[src/rtl/parity_frame_davio.sv]
// Frame-level XOR parity over a valid/ready stream of WIDTH-bit words.
// Generates or checks even/odd parity and counts words and errored frames.
module parity_frame_davio #(
  parameter int WIDTH = 7,
  parameter int CNT_W = 8
) (
  input  logic             clk,
  input  logic             rst_n,
  input  logic             in_valid,
  output logic             in_ready,
  input  logic [WIDTH-1:0] in_data,
  input  logic             in_last,
  input  logic             in_par,
  input  logic             cfg_odd,
  input  logic             cfg_check,
  output logic             out_valid,
  input  logic             out_ready,
  output logic             out_parity,
  output logic             out_err,
  output logic [CNT_W-1:0] out_words,
  output logic [CNT_W-1:0] err_count,
  input  logic             clr_err
);

  typedef enum logic [1:0] {
    IDLE  = 2'd0,
    ACCUM = 2'd1,
    HOLD  = 2'd2
  } state_e;

  localparam logic [CNT_W-1:0] CNT_MAX = '1;

  state_e           state_q, state_d;
  logic             acc_q, acc_d;
  logic             odd_q, odd_d;
  logic             check_q, check_d;
  logic             par_q, par_d;
  logic             err_q, err_d;
  logic [CNT_W-1:0] words_q, words_d;
  logic [CNT_W-1:0] err_cnt_q, err_cnt_d;

  logic accept, first_word, word_par;
  logic odd_eff, check_eff, acc_next, par_next, err_next;

  assign in_ready   = (state_q != HOLD);
  assign accept     = in_valid && in_ready;
  assign first_word = (state_q == IDLE);
  assign word_par   = ^in_data;

  // The first word of a frame sees the live config and restarts the accumulator.
  assign odd_eff   = first_word ? cfg_odd   : odd_q;
  assign check_eff = first_word ? cfg_check : check_q;
  assign acc_next  = first_word ? word_par  : (acc_q ^ word_par);
  assign par_next  = acc_next ^ odd_eff;
  assign err_next  = check_eff && (par_next != in_par);

  // NOTE: every variable gets its hold value first, so no path leaves it
  // unassigned and no latch is inferred.
  always_comb begin
    state_d   = state_q;
    acc_d     = acc_q;
    odd_d     = odd_q;
    check_d   = check_q;
    par_d     = par_q;
    err_d     = err_q;
    words_d   = words_q;
    err_cnt_d = err_cnt_q;

    case (state_q)
      IDLE, ACCUM: begin
        if (accept) begin
          acc_d   = acc_next;
          odd_d   = odd_eff;
          check_d = check_eff;
          if (first_word)
            words_d = CNT_W'(1);
          else if (words_q != CNT_MAX)
            words_d = words_q + CNT_W'(1);

          if (in_last) begin
            state_d = HOLD;
            par_d   = par_next;
            err_d   = err_next;
            if (err_next && (err_cnt_q != CNT_MAX))
              err_cnt_d = err_cnt_q + CNT_W'(1);
          end else begin
            state_d = ACCUM;
          end
        end
      end
      HOLD: begin
        if (out_ready)
          state_d = IDLE;
      end
      default: state_d = IDLE;
    endcase

    // Clear has priority over a coincident increment.
    if (clr_err)
      err_cnt_d = '0;
  end

  // NOTE: sequential state uses non-blocking assignments so all registers
  // update together from values sampled at the same edge.
  always_ff @(posedge clk) begin
    if (!rst_n) begin
      state_q   <= IDLE;
      acc_q     <= 1'b0;
      odd_q     <= 1'b0;
      check_q   <= 1'b0;
      par_q     <= 1'b0;
      err_q     <= 1'b0;
      words_q   <= '0;
      err_cnt_q <= '0;
    end else begin
      state_q   <= state_d;
      acc_q     <= acc_d;
      odd_q     <= odd_d;
      check_q   <= check_d;
      par_q     <= par_d;
      err_q     <= err_d;
      words_q   <= words_d;
      err_cnt_q <= err_cnt_d;
    end
  end

  assign out_valid  = (state_q == HOLD);
  assign out_parity = par_q;
  assign out_err    = err_q;
  assign out_words  = words_q;
  assign err_count  = err_cnt_q;

endmodule

[config.mk]
export PLATFORM = sky130hd
export DESIGN_NAME = parity_frame_davio
export DESIGN_NICKNAME = d
export VERILOG_FILES = /design/src/rtl/parity_frame_davio.sv
export SDC_FILE = /design/constraint.sdc
export NUM_CORES = 1
export LEC_CHECK = 0
export ABC_CLOCK_PERIOD_IN_PS = 2200
export CORE_ASPECT_RATIO = 0.75
export CORE_MARGIN = 5
export CORE_UTILIZATION = 30
export DETAILED_ROUTE_END_ITERATION = 7
export GPL_ROUTABILITY_DRIVEN = 0
export SYNTH_ARGS = -nofsm -noshare
export SYNTH_HDL_FRONTEND = slang
export SYNTH_SLANG_ARGS = --single-unit
[constraint.sdc]
create_clock -name clk -period 2.2 [get_ports clk]
set_input_delay 0.33 -clock clk [delete_from_list [all_inputs] [get_ports clk]]
set_output_delay 0.33 -clock clk [all_outputs]
set_load 0.02 [all_outputs]
==> flow_summary_export.csv, run 1 <==
group,metric,value,unit
clocking,cts_buffers,3,
pwr,p_leak,0.000756,µW
timing,holdWs,481,ps
yosys,synth-async-reset-ratio,0,
yosys,yosys.cell_types.count,39,
drt,dr.pass1.iters,4,
drt,drt_wl_total,3140,µm
yosys,ys_warn_count,0,
finish,nNetsFinal,203,
yosys,synth_edf_count,0,
setup_path,critPathLaunchType,"input port",
setup_path,worstSetupPathType,"input port to flop",
drt,drt_iter0_markers,60,
grt,grt_max_degree,14,
drt,post-route-drc-count,0,
setup_path,critical_path.endpoint_type,"flop",
finish,instances_no_fill,239,
finish,diodes,0,
timing,slew_headroom,0.538,
run,cap_violations,0,
clocking,h-tree-depth,1,
floorplan,ios,36,
timing,hold_violations,0,
grt,met1_usage,0.152,
floorplan,core,3980,µm²
grt,grt_use_met3,0.0280,
grt,grtUsageTotal,0.117,
yosys,avgSynthCellArea,8.95,µm²
yosys,synth_area,1210,µm²
finish,finish.utilization,0.464,
placed_design,port_buffers,35,
drt,vias,1136,
floorplan,start_util,0.304,
grt,grt_antenna_before_repair,0,
clocking,holdBufCountCts,0,
yosys,yosysTopAreaCellShare,0.381,
timing,finClkSkew,6.08,ps
setup_path,crit_required,2390,ps
status,status,"completed",
pwr,power.total,1060,µW
clocking,cts_root_buf,"clkbuf_8",
min_path,worstHoldPathType,"flop to flop",
grt,grt_use_met2,0.200,
setup_path,cp_max_fo,6,
floorplan,die_y,65.0,µm
timing,slew_viol_final,0,
timing,period_share,0.963,
grt,grt_pass1_wl,5240,µm
yosys,synth-seq-cells,23,
timing,setup_violations,0,
drt,vias_per_cell,4.75,
yosys,synth_top_cell_by_area,"dfxtp_1",
drt,routedWlPerCell,13.1,µm
clocking,clock_sinks,23,
floorplan,die_w,83.3,µm
setup_path,r2r_slack,180,ps
grt,grt_remaining_overflow,0,
finish,drive_gt1_frac,0.174,
timing,grt_setup_unrepaired,"false",
pwr,power_density,574,nW/µm²
yosys,synth_flop_cell,"dfxtp_1",
floorplan,dieArea,5410,µm²
placed_design,dp.final_hpwl,2440,µm
pwr,max-vdd-ir-drop,226,µV
clocking,cts_tree,"done",
clocking,clk_pin_slew,80,ps
yosys,synth_cells,135,
finish,area_growth,52.9,%
floorplan,row_count,20,
yosys,syn-num-nets,153,
timing,clock.fmax,472,MHz
clocking,clockBufferDepth,2,
drt,postRouteAntennaNets,0,
clocking,clk_latency,260,ps
yosys,synthTopCellsByCount,"23 x dfxtp_1, 15 x nand2_1, 14 x nor2_1, 9 x a21oi_1",
placed_design,dp_cells,234,
grt,busiest_layer,"met2",
timing,finalCriticalPeriod,2120,ps
timing,worst_slew_pin_slew,685,ps
setup_path,arrival,2310,ps
grt,grt_pass1_vias,1125,
yosys,synth_most_common_cell,"dfxtp_1",
yosys,ys_seq_area_frac,0.381,
yosys,yosys-top-cells-area,"dfxtp_1 38%, nand2_1 4.7%, nor2_1 4.3%",
## kinds of logic after synthesis
family	after synthesis	share of synthesized area
compound gates	29	0.152
xor+xnor	13	0.146
fa+ha+maj	2	0.0207
mux	6	0.0507
simple gates	57	0.231
buf+inv	5	0.0186
flops	23	0.381
## worst max-delay path: stages
cell            delay (ps)
dlymetal6s2s_1          90
xnor3_1                380
xnor3_2                390
xor3_2                 440
buf_6                  150
or4_1                  390
a21oi_1                130
## registers in the layout, indices dropped and copies added (netlist names)
name / cells
out_err: 1
odd_q: 1
acc_q: 1
state_q: 2
out_parity: 1
err_count: 8
out_words: 8
check_q: 1
## per-layer routing
layer | wire (µm) | share of wire
met1 | 1490 | 0.47
met4 | 27 | 0.0086
met2 | 1490 | 0.48
met5 | 0 | 0
met3 | 130 | 0.041
## area by class of cell
type	count	area [µm²]
fillers	387	2130
multi-input cells	107	800
repair buffers	46	458
well taps	55	68.8
clock buffers	3	41.3
clock inverters	1	5.00
inverters	4	15.0
flip-flops and latches	23	460
## through the flow
stage	TNS, ps	area, µm²	setup slack [ps]
6_report	0	1850	81.5
5_1_grt	0	1850	10.1
4_1_cts	-12.1	1760	-12.1
3_5_place_dp	-1720	1700	-346
3_3_place_gp	-1470	1700	-290
2_1_floorplan	0	1210	144
## layout by cell type (no fill, tap or decap), drive strengths merged, types with 2 or more instances in the layout
| master | count |
|---|---|
| clkbuf | 3 |
| o41ai | 2 |
| nand4 | 4 |
| or3 | 2 |
| or4 | 2 |
| clkdlybuf4s50 | 28 |
| xnor3 | 3 |
| o21a | 3 |
| nand2 | 15 |
| a41o | 2 |
| inv | 3 |
| nand3 | 6 |
| nor2b | 2 |
| nand3b | 2 |
| or2 | 2 |
| dfxtp | 23 |
| a21oi | 9 |
| o31ai | 2 |
| dlymetal6s2s | 7 |
| buf | 11 |
| nor3 | 3 |
| xor2 | 5 |
| a31oi | 2 |
| mux2i | 5 |
| ha | 2 |
| clkinv | 2 |
| o21ai | 7 |
| xnor2 | 4 |
| nor2 | 15 |
## power by group
part,total [µW],switching [µW],internal [µW],leakage [µW]
sequential,445,14.5,431,0.000187
clock,256,130,126,0.0000255
combinational,360,159,201,0.000544
## what timing repair did
item                                    4_1_cts  5_1_grt
endpoints found under the setup margin        1        4
cloned                                        0        0
resized for setup                             3       18
pin swaps                                     2        9
setup buffers                                 0        1
## worst paths after layout
| kind | startpoint | endpoint | cells after the start |
|---|---|---|---|
| worst min register to register | odd_q | odd_q | 2 |
| worst min-delay path | odd_q | odd_q | 2 |
| worst max-delay path | in_data[3] | err_count[5] | 7 |
| worst max register to register | state_q[0] | err_count[5] | 6 |
(Power assumes the default switching activity.)
==> inputs of run 2 (changes only) <==
--- a/config.mk
+++ b/config.mk
@@ -11,6 +11,7 @@
 export CORE_UTILIZATION = 30
 export DETAILED_ROUTE_END_ITERATION = 7
 export GPL_ROUTABILITY_DRIVEN = 0
+export SKIP_LAST_GASP = 1
 export SYNTH_ARGS = -nofsm -noshare
 export SYNTH_HDL_FRONTEND = slang
 export SYNTH_SLANG_ARGS = --single-unit
==> run 2 against run 1 <==
  * Final cell count shrank 0.42%
  * Sequential share of layout area rose by 0.34 points
  * Flip-flop and latch count stayed put
  * Utilization is 0.63 points lower
  * Power fell by 2.2%
  * Sequential power barely moved
  * Critical path depth fell by 1
  * Largest power group unchanged
==> flow_summary_export.csv, run 2 (synthesis gave the netlist of run 1 again) <==
group,metric,value,unit
run,cap_violations,0,
pwr,max-vdd-ir-drop,224,µV
drt,met1_length,1470,µm
setup_path,reg2reg_from,"state_q[0]",
floorplan,die_y,65.0,µm
finish,seqCellArea,460,µm²
finish,nFillCells,390,
drt,wl_met2,1510,µm
timing,clock.fmax,483,MHz
clocking,holdBufCountCts,0,
timing,period_share,0.942,
drt,drt_iter0_markers,71,
finish,layout_common_cells,"32 x clkdlybuf4s50_1, 23 x dfxtp_1, 15 x nand2_1",
clocking,h-tree-depth,1,
floorplan,die_w,83.3,µm
setup_path,critPathLaunchType,"input port",
timing,slew_viol_final,0,
grt,grt_pass1_vias,1117,
clocking,cts_buffers,3,
setup_path,cp_max_fo,7,
drt,dr.pass1.iters,6,
placed_design,place_area,1700,µm²
timing,hold_violations,0,
status,status,"completed",
timing,worst_slew_pin_slew,680,ps
drt,vias,1162,
min_path,worstHoldPathType,"flop to flop",
floorplan,row_count,20,
finish,multi_input_area,792,µm²
grt,grtUsageTotal,0.116,
drt,dr_wl_met3,146,µm
timing,grt_setup_unrepaired,"false",
timing,finalCriticalPeriod,2070,ps
timing,slew_headroom,0.542,
clocking,cts_tree,"done",
grt,grt_max_degree,14,
finish,final_common_cell,"clkdlybuf4s50_1",
finish,area_growth,50.8,%
setup_path,worstSetupPathType,"input port to flop",
clocking,clk_pin_slew,80,ps
clocking,clock_sinks,23,
drt,routedWlPerCell,13.2,µm
grt,grt_remaining_overflow,0,
setup_path,crit_required,2390,ps
finish,diodes,0,
placed_design,dp.final_hpwl,2440,µm
drt,dr.max_layer_used,"met4",
finish,design_area,1820,µm²
drt,postRouteAntennaNets,0,
finish,drive_gt1_frac,0.164,
drt,drt_wl_total,3150,µm
floorplan,start_util,0.304,
setup_path,critical_path.endpoint_type,"flop",
floorplan,dieArea,5410,µm²
grt,grt_pass1_wl,5200,µm
finish,nNetsFinal,202,
drt,post-route-drc-count,0,
min_path,worstHoldStart,"odd_q",
pwr,power_density,569,nW/µm²
clocking,clk_latency,260,ps
grt,grt_antenna_before_repair,0,
pwr,power.total,1040,µW
clocking,cts_root_buf,"clkbuf_8",
pwr,p_leak,0.000713,µW
clocking,clockBufferDepth,2,
floorplan,ios,36,
floorplan,core,3980,µm²
placed_design,port_buffers,35,
setup_path,crit_start,"in_data[2]",
drt,vias_per_cell,4.88,
timing,finClkSkew,6.24,ps
setup_path,arrival,2260,ps
timing,setup_violations,0,
## run 2: cell count changes in the layout (fill, tap and decap cells not counted), sizes merged
cell           change
clkdlybuf4s50      +4
buf                -1
dlymetal6s2s       -4
## run 2: final cells by class
type,instances,share of cell area
flip-flops and latches,23,0.253
inverters,4,0.00824
well taps,55,0.0377
repair buffers,45,0.242
clock buffers,3,0.0226
multi-input cells,107,0.434
clock inverters,1,0.00275
## run 2: through the flow
stage               setup WS [ps]  hold slack, ps  std cells  TNS, ps   util
global route                 43.3             510        238        0  0.458
detailed placement           -346             473        234    -1720  0.426
global placement             -290             457        234    -1470  0.426
floorplan                     144             443        135        0      -
CTS                         -14.4             484        238    -28.3  0.442
finish                        128             481        238        0  0.458
## run 2: routing by layer
metal,global-route usage,vias to the layer above
met4,0.0224,0
met3,0.0280,2
met1,0.152,546
met2,0.196,31
met5,0,-
li1,-,583
## run 2: final timing paths
kind                                     end  slack [ps]  cells past startpoint
worst min register to register         odd_q         480                      2
worst min-delay path                   odd_q         480                      2
worst max-delay path            err_count[5]         130                      6
worst max register to register  err_count[5]         220                      5
## run 2: worst max-delay path, cell delays in order
cell and delay (ps):
clkdlybuf4s50_1 490, xor2_1 200, xnor3_2 370, xor3_2 320, or4_1 420, a21oi_1 130
## run 2: power by group
part,switching [µW],internal (µW),leakage [µW],total (µW)
clock,129,126,0.0000255,256
combinational,155,182,0.000501,337
sequential,14.6,431,0.000187,445
total,299,739,0.000713,1040
## run 2: repair_timing
| action | in CTS | in global routing |
|---|---|---|
| gates resized for setup | 2 | 14 |
| pin swaps | 1 | 8 |
| buffers inserted | 0 | 0 |
| endpoints found under the setup margin | 1 | 4 |
| endpoints found under the hold margin | 0 | 0 |
==> inputs of run 3 (changes only) <==
--- a/config.mk
+++ b/config.mk
@@ -5,7 +5,7 @@
 export SDC_FILE = /design/constraint.sdc
 export NUM_CORES = 1
 export LEC_CHECK = 0
-export ABC_CLOCK_PERIOD_IN_PS = 2200
+export ABC_CLOCK_PERIOD_IN_PS = 1990
 export CORE_ASPECT_RATIO = 0.75
 export CORE_MARGIN = 5
 export CORE_UTILIZATION = 30
==> constraint.sdc (replaced) <==
create_clock -name clk -period 1.99 [get_ports clk]
set_input_delay 0.2985 -clock clk [delete_from_list [all_inputs] [get_ports clk]]
set_output_delay 0.2985 -clock clk [all_outputs]
set_load 0.02 [all_outputs]
==> run 3 against run 2 <==
  * Worst setup slack got worse by 130 ps
  * Sequential share of layout area rose by 0.12 points
  * Design area fell by 0.48%
  * Utilization fell by 0.22 points
  * Power rose by 11%
  * Wire length rose by 2.1%
  * Combinational power rose by 12%
  * Hold slack got worse by 4.8 ps
  * Sequential power rose by 9.9%
  * Critical path depth rose by 2
  * Critical endpoint is now err_count[6]
==> flow_summary_export.csv, run 3 (synthesis gave the netlist of run 1 again) <==
group,metric,value,unit
status,status,"completed",
pwr,p_int,828,µW
timing,setup_violations,0,
setup_path,cp_slowest_cell,"xnor3_2",
setup_path,critical_path.endpoint_type,"flop",
placed_design,dp_cells,239,
placed_design,place_area,1740,µm²
clocking,cts_tree,"done",
grt,grt_antenna_before_repair,0,
pwr,power_density,637,nW/µm²
timing,period_share,1.00,
placed_design,port_buffers,35,
finish,diodes,0,
setup_path,crit_path_cell_trace,"buf_6 -> xnor3_1 -> xnor3_2 -> buf_4 -> buf_4 -> xnor3_4 -> nand2_1 -> o41ai_1",
floorplan,ios,36,
drt,postRouteAntennaNets,0,
pwr,swShare,0.283,
drt,post-route-drc-count,0,
drt,vias,1177,
finish,nFillCells,390,
finish,nNetsFinal,208,
drt,dr.pass1.iters,4,
clocking,h-tree-depth,1,
setup_path,critPathTopFamily,"XOR/XNOR gates",
timing,worst_slew_pin_slew,641,ps
floorplan,dieArea,5410,µm²
pwr,p_leak,0.000711,µW
finish,finish.utilization,0.456,
drt,drt_iter0_markers,67,
setup_path,critical_path_buf_inv_count,3,
clocking,clk_latency,260,ps
clocking,clockBufferDepth,2,
timing,finalSetupTns,0,ps
setup_path,crit_required,2160,ps
clocking,clock_sinks,23,
drt,routedWlPerCell,13.2,µm
timing,finClkSkew,2.02,ps
pwr,switchingPower,327,µW
timing,grt_setup_unrepaired,"true",
setup_path,arrival,2150,ps
timing,slew_viol_final,0,
finish,design_area,1810,µm²
setup_path,cp_max_fo,6,
floorplan,die_w,83.3,µm
setup_path,critPathLaunchType,"input port",
run,cap_violations,0,
floorplan,start_util,0.304,
finish,layout_common_cells,"28 x clkdlybuf4s50_1, 23 x dfxtp_1, 15 x nand2_1, 15 x buf_4, 14 x nor2_1",
timing,clock.fmax,503,MHz
grt,grtUsageTotal,0.128,
drt,vias_per_cell,4.82,
floorplan,die_y,65.0,µm
drt,drt_wl_total,3220,µm
pwr,power.share.clock,0.251,
timing,hold_violations,0,
clocking,cts_buffers,3,
floorplan,row_count,20,
setup_path,worstSetupPathType,"input port to flop",
finish,area_growth,50.1,%
grt,grt_pass1_wl,5580,µm
floorplan,core,3980,µm²
pwr,max-vdd-ir-drop,251,µV
grt,grt_pass1_vias,1147,
finish,final_common_cell,"clkdlybuf4s50_1",
timing,slew_headroom,0.568,
grt,grt_max_degree,13,
min_path,worstHoldPathType,"flop to flop",
finish,drive_gt1_frac,0.175,
grt,grt_remaining_overflow,0,
pwr,p_comb_frac,0.326,
timing,finalCriticalPeriod,1990,ps
setup_path,cpPeakStageDelay,420,ps
pwr,seqPwrFrac,0.423,
placed_design,dp.final_hpwl,2580,µm
finish,instances_no_fill,244,
clocking,cts_root_buf,"clkbuf_8",
setup_path,cp_common_cell,"buf_4",
clocking,clk_pin_slew,80,ps
[run 3: cell count changes in the layout (fill, tap and decap cells not counted), moves of 2 or more]
cell and delta:
buf_4 +7, clkdlybuf4s50_1 -4, dlygate4sd2_1 +5, dlymetal6s2s_1 -3, o31ai_1 +2, o31ai_2 -2
[run 3: worst paths after layout]
kind,start,endpoint,slack [ps],cells after the start
worst min register to register,odd_q,odd_q,480,2
worst max-delay path,in_data[3],err_count[6],0.7,8
worst min-delay path,odd_q,odd_q,480,2
worst max register to register,state_q[1],err_count[6],110,6
[run 3: cell type report]
cell class	instances	area [µm²]	area share
sequential	23	460	0.254
timing repair buffer	51	464	0.256
tap	55	68.8	0.0379
clock buffer	4	45.0	0.0248
inverter	4	15.0	0.00828
multi-input combinational	107	761	0.419
[run 3: power by group through the flow]
stage | logic, µW | registers, µW | clock network (µW)
6_report | 376 | 489 | 290
5_1_grt | 408 | 493 | 325
4_1_cts | 384 | 489 | 298
3_5_place_dp | 335 | 500 | 0
3_3_place_gp | 326 | 500 | 0
2_1_floorplan | 182 | 509 | 0
[run 3: what timing repair did]
| action | CTS | global route |
|---|---|---|
| setup buffers | 2 | 0 |
| gates resized for setup | 17 | 1 |
| hold buffers | 0 | 0 |
| pin swaps | 12 | 1 |
| endpoints found under the setup margin | 8 | 6 |
| cloned | 0 | 0 |
[run 3: layer usage]
layer	routed length, µm	part of all wire	track usage
met1	1550	0.48	0.168
met2	1520	0.47	0.208
met3	113	0.035	0.0305
met4	33	0.010	0.0408
met5	0	0	0
[run 3: worst reg2reg max path, cell delays in order, from the launching register on]
cell     delay (ps)
dfxtp_1         340
nor2_4          130
mux2i_2         280
xor3_2          420
buf_6           150
o41ai_2         320
o41ai_1         120
[run 3: through the flow]
step	hold slack, ps	setup slack [ps]	total power, µW
5_1_grt	501	-71.9	1230
3_3_place_gp	459	-466	826
4_1_cts	479	-65.4	1170
2_1_floorplan	411	26.1	691
6_report	476	0.747	1160
3_5_place_dp	467	-484	835
